## config.mk

```make
export PLATFORM = sky130hd
export DESIGN_NAME = fan_speed_ctrl_flat
export DESIGN_NICKNAME = d
export VERILOG_FILES = /design/src/rtl/ac_pkg.sv /design/src/rtl/fan_speed_ctrl_if.sv /design/src/rtl/fan_speed_ctrl_pwm_gen.sv /design/src/rtl/fan_speed_ctrl.sv /design/src/flat_wrapper.sv
export SDC_FILE = /design/constraint.sdc
export NUM_CORES = 1
export LEC_CHECK = 0
export ABC_AREA = 0
export BUFFER_PORTS_ARGS = -buffer_cell sky130_fd_sc_hd__buf_4
export CAP_MARGIN = 20
export CORE_ASPECT_RATIO = 0.9
export CORE_MARGIN = 1
export CORE_UTILIZATION = 45
export CTS_BUF_LIST = sky130_fd_sc_hd__clkbuf_8
export DETAILED_ROUTE_END_ITERATION = 7
export HOLD_SLACK_MARGIN = 0.05
export PLACE_DENSITY_LB_ADDON = 0.25
export SLEW_MARGIN = 15
export SYNTH_ARGS = -nofsm -noshare
export SYNTH_HDL_FRONTEND = slang
export SYNTH_SLANG_ARGS = --single-unit
```

## constraint.sdc

```tcl
create_clock -name clk -period 3.3 [get_ports clk]
set_input_delay 0 -clock clk [delete_from_list [all_inputs] [get_ports clk]]
set_output_delay 0 -clock clk [all_outputs]
set_load 0.03 [all_outputs]
```

## src/rtl/ac_pkg.sv

```systemverilog
// ac_pkg: mode codes, fan speed levels and per-level duty targets shared by the air-conditioner blocks
package ac_pkg;
  typedef enum logic [1:0] {MODE_IDLE = 2'd0, MODE_AUTO = 2'd1, MODE_MANUAL = 2'd2} mode_t;
  typedef enum logic [1:0] {SPD_OFF = 2'd0, SPD_LOW = 2'd1, SPD_MID = 2'd2, SPD_HIGH = 2'd3} speed_t;
  localparam logic [7:0] DUTY_OFF = 8'd0;
  localparam logic [7:0] DUTY_LOW = 8'd85;
  localparam logic [7:0] DUTY_MID = 8'd170;
  localparam logic [7:0] DUTY_HIGH = 8'd255;
  function automatic logic [7:0] duty_of(speed_t s);
    return s == SPD_HIGH ? DUTY_HIGH : s == SPD_MID ? DUTY_MID : s == SPD_LOW ? DUTY_LOW : DUTY_OFF;
  endfunction
endpackage

```

## src/rtl/fan_speed_ctrl_if.sv

```systemverilog
// fan_speed_ctrl_if: fan controller bus; master drives mode/temp/temp_valid/btn_up/btn_down, slave returns speed/duty/pwm_out/fan_on
interface fan_speed_ctrl_if #(parameter int TEMP_W = 8);
  logic [1:0] mode;
  logic [TEMP_W-1:0] temp;
  logic temp_valid;
  logic btn_up;
  logic btn_down;
  logic [1:0] speed;
  logic [7:0] duty;
  logic pwm_out;
  logic fan_on;
  modport master (output mode, temp, temp_valid, btn_up, btn_down, input speed, duty, pwm_out, fan_on);
  modport slave (input mode, temp, temp_valid, btn_up, btn_down, output speed, duty, pwm_out, fan_on);
endinterface

```

## src/rtl/fan_speed_ctrl_pwm_gen.sv

```systemverilog
// pwm_gen: prescaler + 0..254 frame counter, duty loaded only at frame start (stepped 1 LSB per frame when SOFT_RAMP_EN), ports clk/reset/target in, duty/pwm_out/fan_on out
module pwm_gen #(
  parameter int PRESC = 1
) (
  input  logic       clk,
  input  logic       reset,
  input  logic [7:0] target,
  output logic [7:0] duty,
  output logic       pwm_out,
  output logic       fan_on
);
  localparam int PW = PRESC > 1 ? $clog2(PRESC) : 1;
  logic [PW-1:0] psc;
  logic [7:0] cnt, load, duty_nxt;
  logic psc_wrap, frame_start;
  always_comb begin
    psc_wrap = psc == PW'(PRESC - 1);
    frame_start = psc == '0 && cnt == '0;
`ifdef SOFT_RAMP_EN
    load = duty < target ? duty + 8'd1 : duty > target ? duty - 8'd1 : duty;
`else
    load = target;
`endif
    duty_nxt = frame_start ? load : duty;
  end
  always_ff @(posedge clk or posedge reset)
    if (reset) begin
      psc <= '0;
      cnt <= '0;
      duty <= '0;
      pwm_out <= 1'b0;
      fan_on <= 1'b0;
    end else begin
      psc <= psc_wrap ? '0 : psc + PW'(1);
      if (psc_wrap) cnt <= cnt == 8'd254 ? '0 : cnt + 8'd1;
      duty <= duty_nxt;
      pwm_out <= cnt < duty_nxt;
      fan_on <= duty_nxt != '0;
    end
endmodule

```

## src/rtl/fan_speed_ctrl.sv

```systemverilog
// fan_speed_ctrl: mode-driven fan speed FSM (AUTO hysteresis / MANUAL buttons / IDLE off) feeding pwm_gen; ports clk, reset, bus (fan_speed_ctrl_if.slave); SOFT_RAMP_EN enables per-frame duty ramping
module fan_speed_ctrl
  import ac_pkg::*;
#(
  parameter int CLK_HZ = 100_000_000,
  parameter int PWM_HZ = 25_000,
  parameter int TEMP_W = 8,
  parameter int T_LOW = 24,
  parameter int T_MID = 27,
  parameter int T_HIGH = 30,
  parameter int HYST = 1
) (
  input logic clk,
  input logic reset,
  fan_speed_ctrl_if.slave bus
);
  localparam int PRESC_RAW = CLK_HZ / (PWM_HZ * 255);
  localparam int PRESC = PRESC_RAW < 1 ? 1 : PRESC_RAW;
  mode_t state, state_nxt;
  speed_t speed_q, speed_nxt, auto_lvl, auto_nxt, man_lvl, man_nxt, up_lvl, hold_lvl, new_auto, man_base, man_step;
  logic [TEMP_W-1:0] t_s;
  function automatic speed_t lvl_at(int t, int off);
    return t >= T_HIGH - off ? SPD_HIGH : t >= T_MID - off ? SPD_MID : t >= T_LOW - off ? SPD_LOW : SPD_OFF;
  endfunction
  // up_lvl: highest threshold met; hold_lvl: highest level whose threshold minus HYST is still met.
  // The new auto level is max(up_lvl, min(current, hold_lvl)), which allows multi-level drops in one sample.
  always_comb begin
    state_nxt = bus.mode == MODE_AUTO ? MODE_AUTO : bus.mode == MODE_MANUAL ? MODE_MANUAL : MODE_IDLE;
    t_s = bus.temp;
    up_lvl = lvl_at(int'(t_s), 0);
    hold_lvl = lvl_at(int'(t_s), HYST);
    new_auto = up_lvl > auto_lvl ? up_lvl : hold_lvl < auto_lvl ? hold_lvl : auto_lvl;
    man_base = state == MODE_AUTO ? auto_lvl : man_lvl;
    man_step = bus.btn_up && !bus.btn_down && man_base != SPD_HIGH ? speed_t'(man_base + 2'd1) :
               bus.btn_down && !bus.btn_up && man_base != SPD_OFF ? speed_t'(man_base - 2'd1) : man_base;
    auto_nxt = state_nxt == MODE_IDLE ? SPD_OFF : state_nxt == MODE_AUTO && bus.temp_valid ? new_auto : auto_lvl;
    man_nxt = state_nxt == MODE_IDLE ? SPD_OFF : state_nxt == MODE_MANUAL ? man_step : man_lvl;
    speed_nxt = state_nxt == MODE_IDLE ? SPD_OFF : state_nxt == MODE_MANUAL ? man_step :
                bus.temp_valid ? new_auto : speed_q;
  end
  always_ff @(posedge clk or posedge reset)
    if (reset) begin
      state <= MODE_IDLE;
      speed_q <= SPD_OFF;
      auto_lvl <= SPD_OFF;
      man_lvl <= SPD_OFF;
    end else begin
      state <= state_nxt;
      speed_q <= speed_nxt;
      auto_lvl <= auto_nxt;
      man_lvl <= man_nxt;
    end
  assign bus.speed = speed_q;
  pwm_gen #(.PRESC(PRESC)) u_pwm (
    .clk(clk),
    .reset(reset),
    .target(duty_of(speed_q)),
    .duty(bus.duty),
    .pwm_out(bus.pwm_out),
    .fan_on(bus.fan_on)
  );
endmodule
```

## src/flat_wrapper.sv

```systemverilog
// flat-port wrapper written by rule: the top's interface ports become plain ports
module fan_speed_ctrl_flat import ac_pkg::*;
#(
  parameter int CLK_HZ = 100_000_000,
  parameter int PWM_HZ = 25_000,
  parameter int TEMP_W = 8,
  parameter int T_LOW = 24,
  parameter int T_MID = 27,
  parameter int T_HIGH = 30,
  parameter int HYST = 1
)
  (clk, reset, bus_mode, bus_temp, bus_temp_valid, bus_btn_up, bus_btn_down, bus_speed, bus_duty, bus_pwm_out, bus_fan_on);
  fan_speed_ctrl_if #(.TEMP_W(TEMP_W)) bus_i ();
  input logic clk;
  input logic reset;
  input wire logic [$bits(bus_i.mode)-1:0] bus_mode;
  input wire logic [$bits(bus_i.temp)-1:0] bus_temp;
  input wire logic [$bits(bus_i.temp_valid)-1:0] bus_temp_valid;
  input wire logic [$bits(bus_i.btn_up)-1:0] bus_btn_up;
  input wire logic [$bits(bus_i.btn_down)-1:0] bus_btn_down;
  output wire logic [$bits(bus_i.speed)-1:0] bus_speed;
  output wire logic [$bits(bus_i.duty)-1:0] bus_duty;
  output wire logic [$bits(bus_i.pwm_out)-1:0] bus_pwm_out;
  output wire logic [$bits(bus_i.fan_on)-1:0] bus_fan_on;
  assign bus_i.mode = bus_mode;
  assign bus_i.temp = bus_temp;
  assign bus_i.temp_valid = bus_temp_valid;
  assign bus_i.btn_up = bus_btn_up;
  assign bus_i.btn_down = bus_btn_down;
  assign bus_speed = bus_i.speed;
  assign bus_duty = bus_i.duty;
  assign bus_pwm_out = bus_i.pwm_out;
  assign bus_fan_on = bus_i.fan_on;
  fan_speed_ctrl #(.CLK_HZ(CLK_HZ), .PWM_HZ(PWM_HZ), .TEMP_W(TEMP_W), .T_LOW(T_LOW), .T_MID(T_MID), .T_HIGH(T_HIGH), .HYST(HYST)) u_core (.clk(clk), .reset(reset), .bus(bus_i));
endmodule
```

==> metrics.cfg <==
[power_and_ir_drop]
p_leak_nw = 1.10
switching_share_pct = 30.5
seqPwrFrac_pct = 39.9
p_comb_share_pct = 26.5
pwr-share-clk_pct = 33.6
vdd_drop_max_mv = 0.508
powerDensity_nw_per_um2 = 487
p_int_mw = 0.772
p_switching_mw = 0.339

[grt]
antenna_found_initial = 0
grt_use_met1_pct = 24.3
top_usage_layer = met2
met3_usage_pct = 4.96
grt_pass1_wl_microns = 6560
overflow = 0
grtUsageMet2_pct = 30.5
gr-usage-all-layers_pct = 18.4
grt_max_degree = 24
grt_pass1_vias = 1495

[synth]
synth_top_area_share_pct = 39.7
syn_area_per_cell_sq_um = 9.54
ys_async_sr_fraction_pct = 100
yosysSeqAreaShare_pct = 39.7
synth.distinct_cells = 44
synth_edf_count = 0
synth_area_sq_um = 1890
netlist_instances = 198
synth-seq-cells = 30
yosysTopAreaCell = dfrtp_1
syn_nets = 233
ys_warn_count = 0
synth.area.top_cells = dfrtp_1 (40%), ha_1 (13%), o21ai_0 (4.2%)
synth_ff_type = dfrtp_1

[finish]
antenna_cells = 0
final_layout_size_suffix_gt1_share_pct = 24.5
area_growth_pct = 20.7
fill_cells = 321
fin_nets = 268

[clock_network]
cts_buffers = 5
clkLatencyLatePin_ns = 0.28
cts_hold_buf = 3
cts_max_path_buffers = 2
cts_tree = done
postCtsResizedCells = 0
h-tree-depth = 2
post_cts_buffers = 0
cts.sinks = 30
root_buffer = clkbuf_8
clk_pin_slew_worst_paths_ns = 0.07

[worst_setup_path]
criticalPathCategory = flip-flop to flip-flop
crit_chain = inv_1, ha_1, nor4b_2, nand3_1, buf_4, nor2_2, a21oi_2, ha_1, a21o_1, a21o_1, a211oi_1, o31a_1
crit_slowest_cell = dfrtp_1
worstPathRequired_ns = 3.52
worstPathArrival_ns = 3.17
start_kind = flip-flop
slowest_delay_ns = 0.45
crit_fanout = 7
cp-end-kind = flip-flop

[placed_design]
pre_cts_ws_ns = 0.393
gp_congestion = 0.819
hpwl_microns = 2930
port_buffers = 26

[die]
start_util_pct = 48.9
die_y_microns = 63.5
ios = 27
std_cell_rows = 21
coreArea_sq_um = 3860
die_area_sq_um = 4460
fp.dieW_microns = 70.3

[sta]
finalMaxSlewViolations = 0
min_period_ns = 2.95
skew_ns = 0.00788
tightest_slew_ns = 0.547
worst_slack_ns = 0.347
finalCritPeriodShare_pct = 89.5
setup_tns_ns = 0
slew-limit-headroom_pct = 63.3
timing.fmax_ghz = 0.339
timing.final.hold_violations = 0
rsz0062_at_grt = no
setup_viol = 0

[status]
outcome = finished, final reports clean

[routing]
routed_via_density = 5.42
routed_wl_microns = 3760
wl_per_cell_microns = 13.5
vias = 1512
drc = 0
first_iter_violations = 90
postRouteAntennaNets = 0
first_pass_iters = 4

[hold_path]
hold_path.class = primary input to flip-flop

[job]
maxCapViolCount = 0

[metrics by stage]
stage	cell area, sq um	total power, mW	std cells	utilization [%]	hold slack [ns]
after floorplan	1890	0.641	198	-	0.0908
after global placement	2140	0.737	269	55.3	-0.0396
after detailed placement	2140	0.742	269	55.3	-0.0328
after CTS	2280	1.12	279	59.0	0.166
after global routing	2280	1.18	279	59.0	0.203
final	2280	1.11	279	59.0	0.166
[registers in the layout, summed over array words and instances (netlist names)]
name and count:
u_core.auto_lvl 2, u_core.bus.speed 2, u_core.man_lvl 2, u_core.state 2, u_core.u_pwm.cnt 8, u_core.u_pwm.duty 8, u_core.u_pwm.fan_on 1, u_core.u_pwm.psc 4
u_core.u_pwm.pwm_out 1
[worst max-delay path: cells and delay by family, from the launching register on]
family,cells,cell delay [ns]
DFF,1,0.45
adders and majority gates,2,0.35
and+or+nand+nor,3,0.84
AOI/OAI and AO/OA,5,0.83
buffers and inverters,2,0.43
[routing by layer]
layer  share of wire (%)  wire length, microns  vias to the layer above
li1                    -                     -                      774
met1                  49                  1850                      707
met2                  46                  1740                       27
met3                 3.9                   147                        4
met4                0.53                    20                        0
met5                   0                     0                        -
[synthesized netlist by cell type, types with 4 or more instances]
master,instances
a21o_1,5
a21oi_1,7
a21oi_2,7
dfrtp_1,30
ha_1,20
inv_1,12
inv_2,7
nand2_1,15
nand4_1,5
nor2_1,13
nor2b_1,4
nor3_1,6
o21ai_0,16
[worst paths after layout]
kind	endpoint	from	cells after the start	slack, ns
max	u_core.u_pwm.pwm_out$_DFF_PP0_	u_core.u_pwm.cnt[0]$_DFFE_PP0N_	12	0.35
min	u_core.bus.speed[1]$_DFFE_PP0P_	bus_btn_down	4	0.17
max reg2reg	u_core.u_pwm.pwm_out$_DFF_PP0_	u_core.u_pwm.cnt[0]$_DFFE_PP0N_	12	0.35
min reg2reg	u_core.man_lvl[1]$_DFFE_PP0P_	u_core.man_lvl[1]$_DFFE_PP0P_	2	0.51
max in group asynchronous	u_core.u_pwm.cnt[7]$_DFFE_PP0N_	reset	4	2.50
min in group asynchronous	u_core.u_pwm.duty[3]$_DFF_PP0_	reset	3	0.20
[logic make-up (layout without fill, tap and decap cells)]
| group | after synthesis | in the layout | share of synthesized area [%] |
|---|---|---|---|
| buffers and inverters | 22 | 57 | 4.83 |
| DFF | 30 | 30 | 39.7 |
| adders and majority gates | 20 | 20 | 13.2 |
| muxes | 4 | 4 | 2.45 |
| and+or+nand+nor | 63 | 63 | 18.5 |
| AOI/OAI and AO/OA | 54 | 54 | 18.9 |
| xor gates and xnor gates | 5 | 5 | 2.32 |
[power groups by stage]
| stage | logic (mW) | registers (mW) | clock network, mW |
|---|---|---|---|
| final | 0.294 | 0.443 | 0.374 |
| after floorplan | 0.157 | 0.484 | 0 |
| after CTS | 0.296 | 0.443 | 0.378 |
| after detailed placement | 0.292 | 0.449 | 0 |
| after global placement | 0.287 | 0.450 | 0 |
| after global routing | 0.330 | 0.449 | 0.400 |
[final cells by class]
cell class / count / area [sq um] / area share, %
multi-input cells: 146 / 1050 / 45.9
clock buffers: 6 / 82.6 / 3.62
well taps: 46 / 57.6 / 2.52
clock inverters: 1 / 30.0 / 1.32
flip-flops and latches: 30 / 751 / 32.9
inverters: 19 / 71.3 / 3.13
repair buffers: 31 / 240 / 10.5
[layout by cell type, fill, tap and decap left out, drive strengths merged, types with 3 or more instances in the layout]
master,n
a21o,5
a21oi,14
a31oi,3
buf,28
clkbuf,6
dfrtp,30
dlygate4sd3,3
ha,20
inv,19
nand2,15
nand2b,3
nand3,3
nand4,6
nor2,15
nor2b,4
nor3,6
nor4,4
o21ai,16
o31ai,3
xor2,3
No activity file was read; power rests on OpenSTA's default activity.
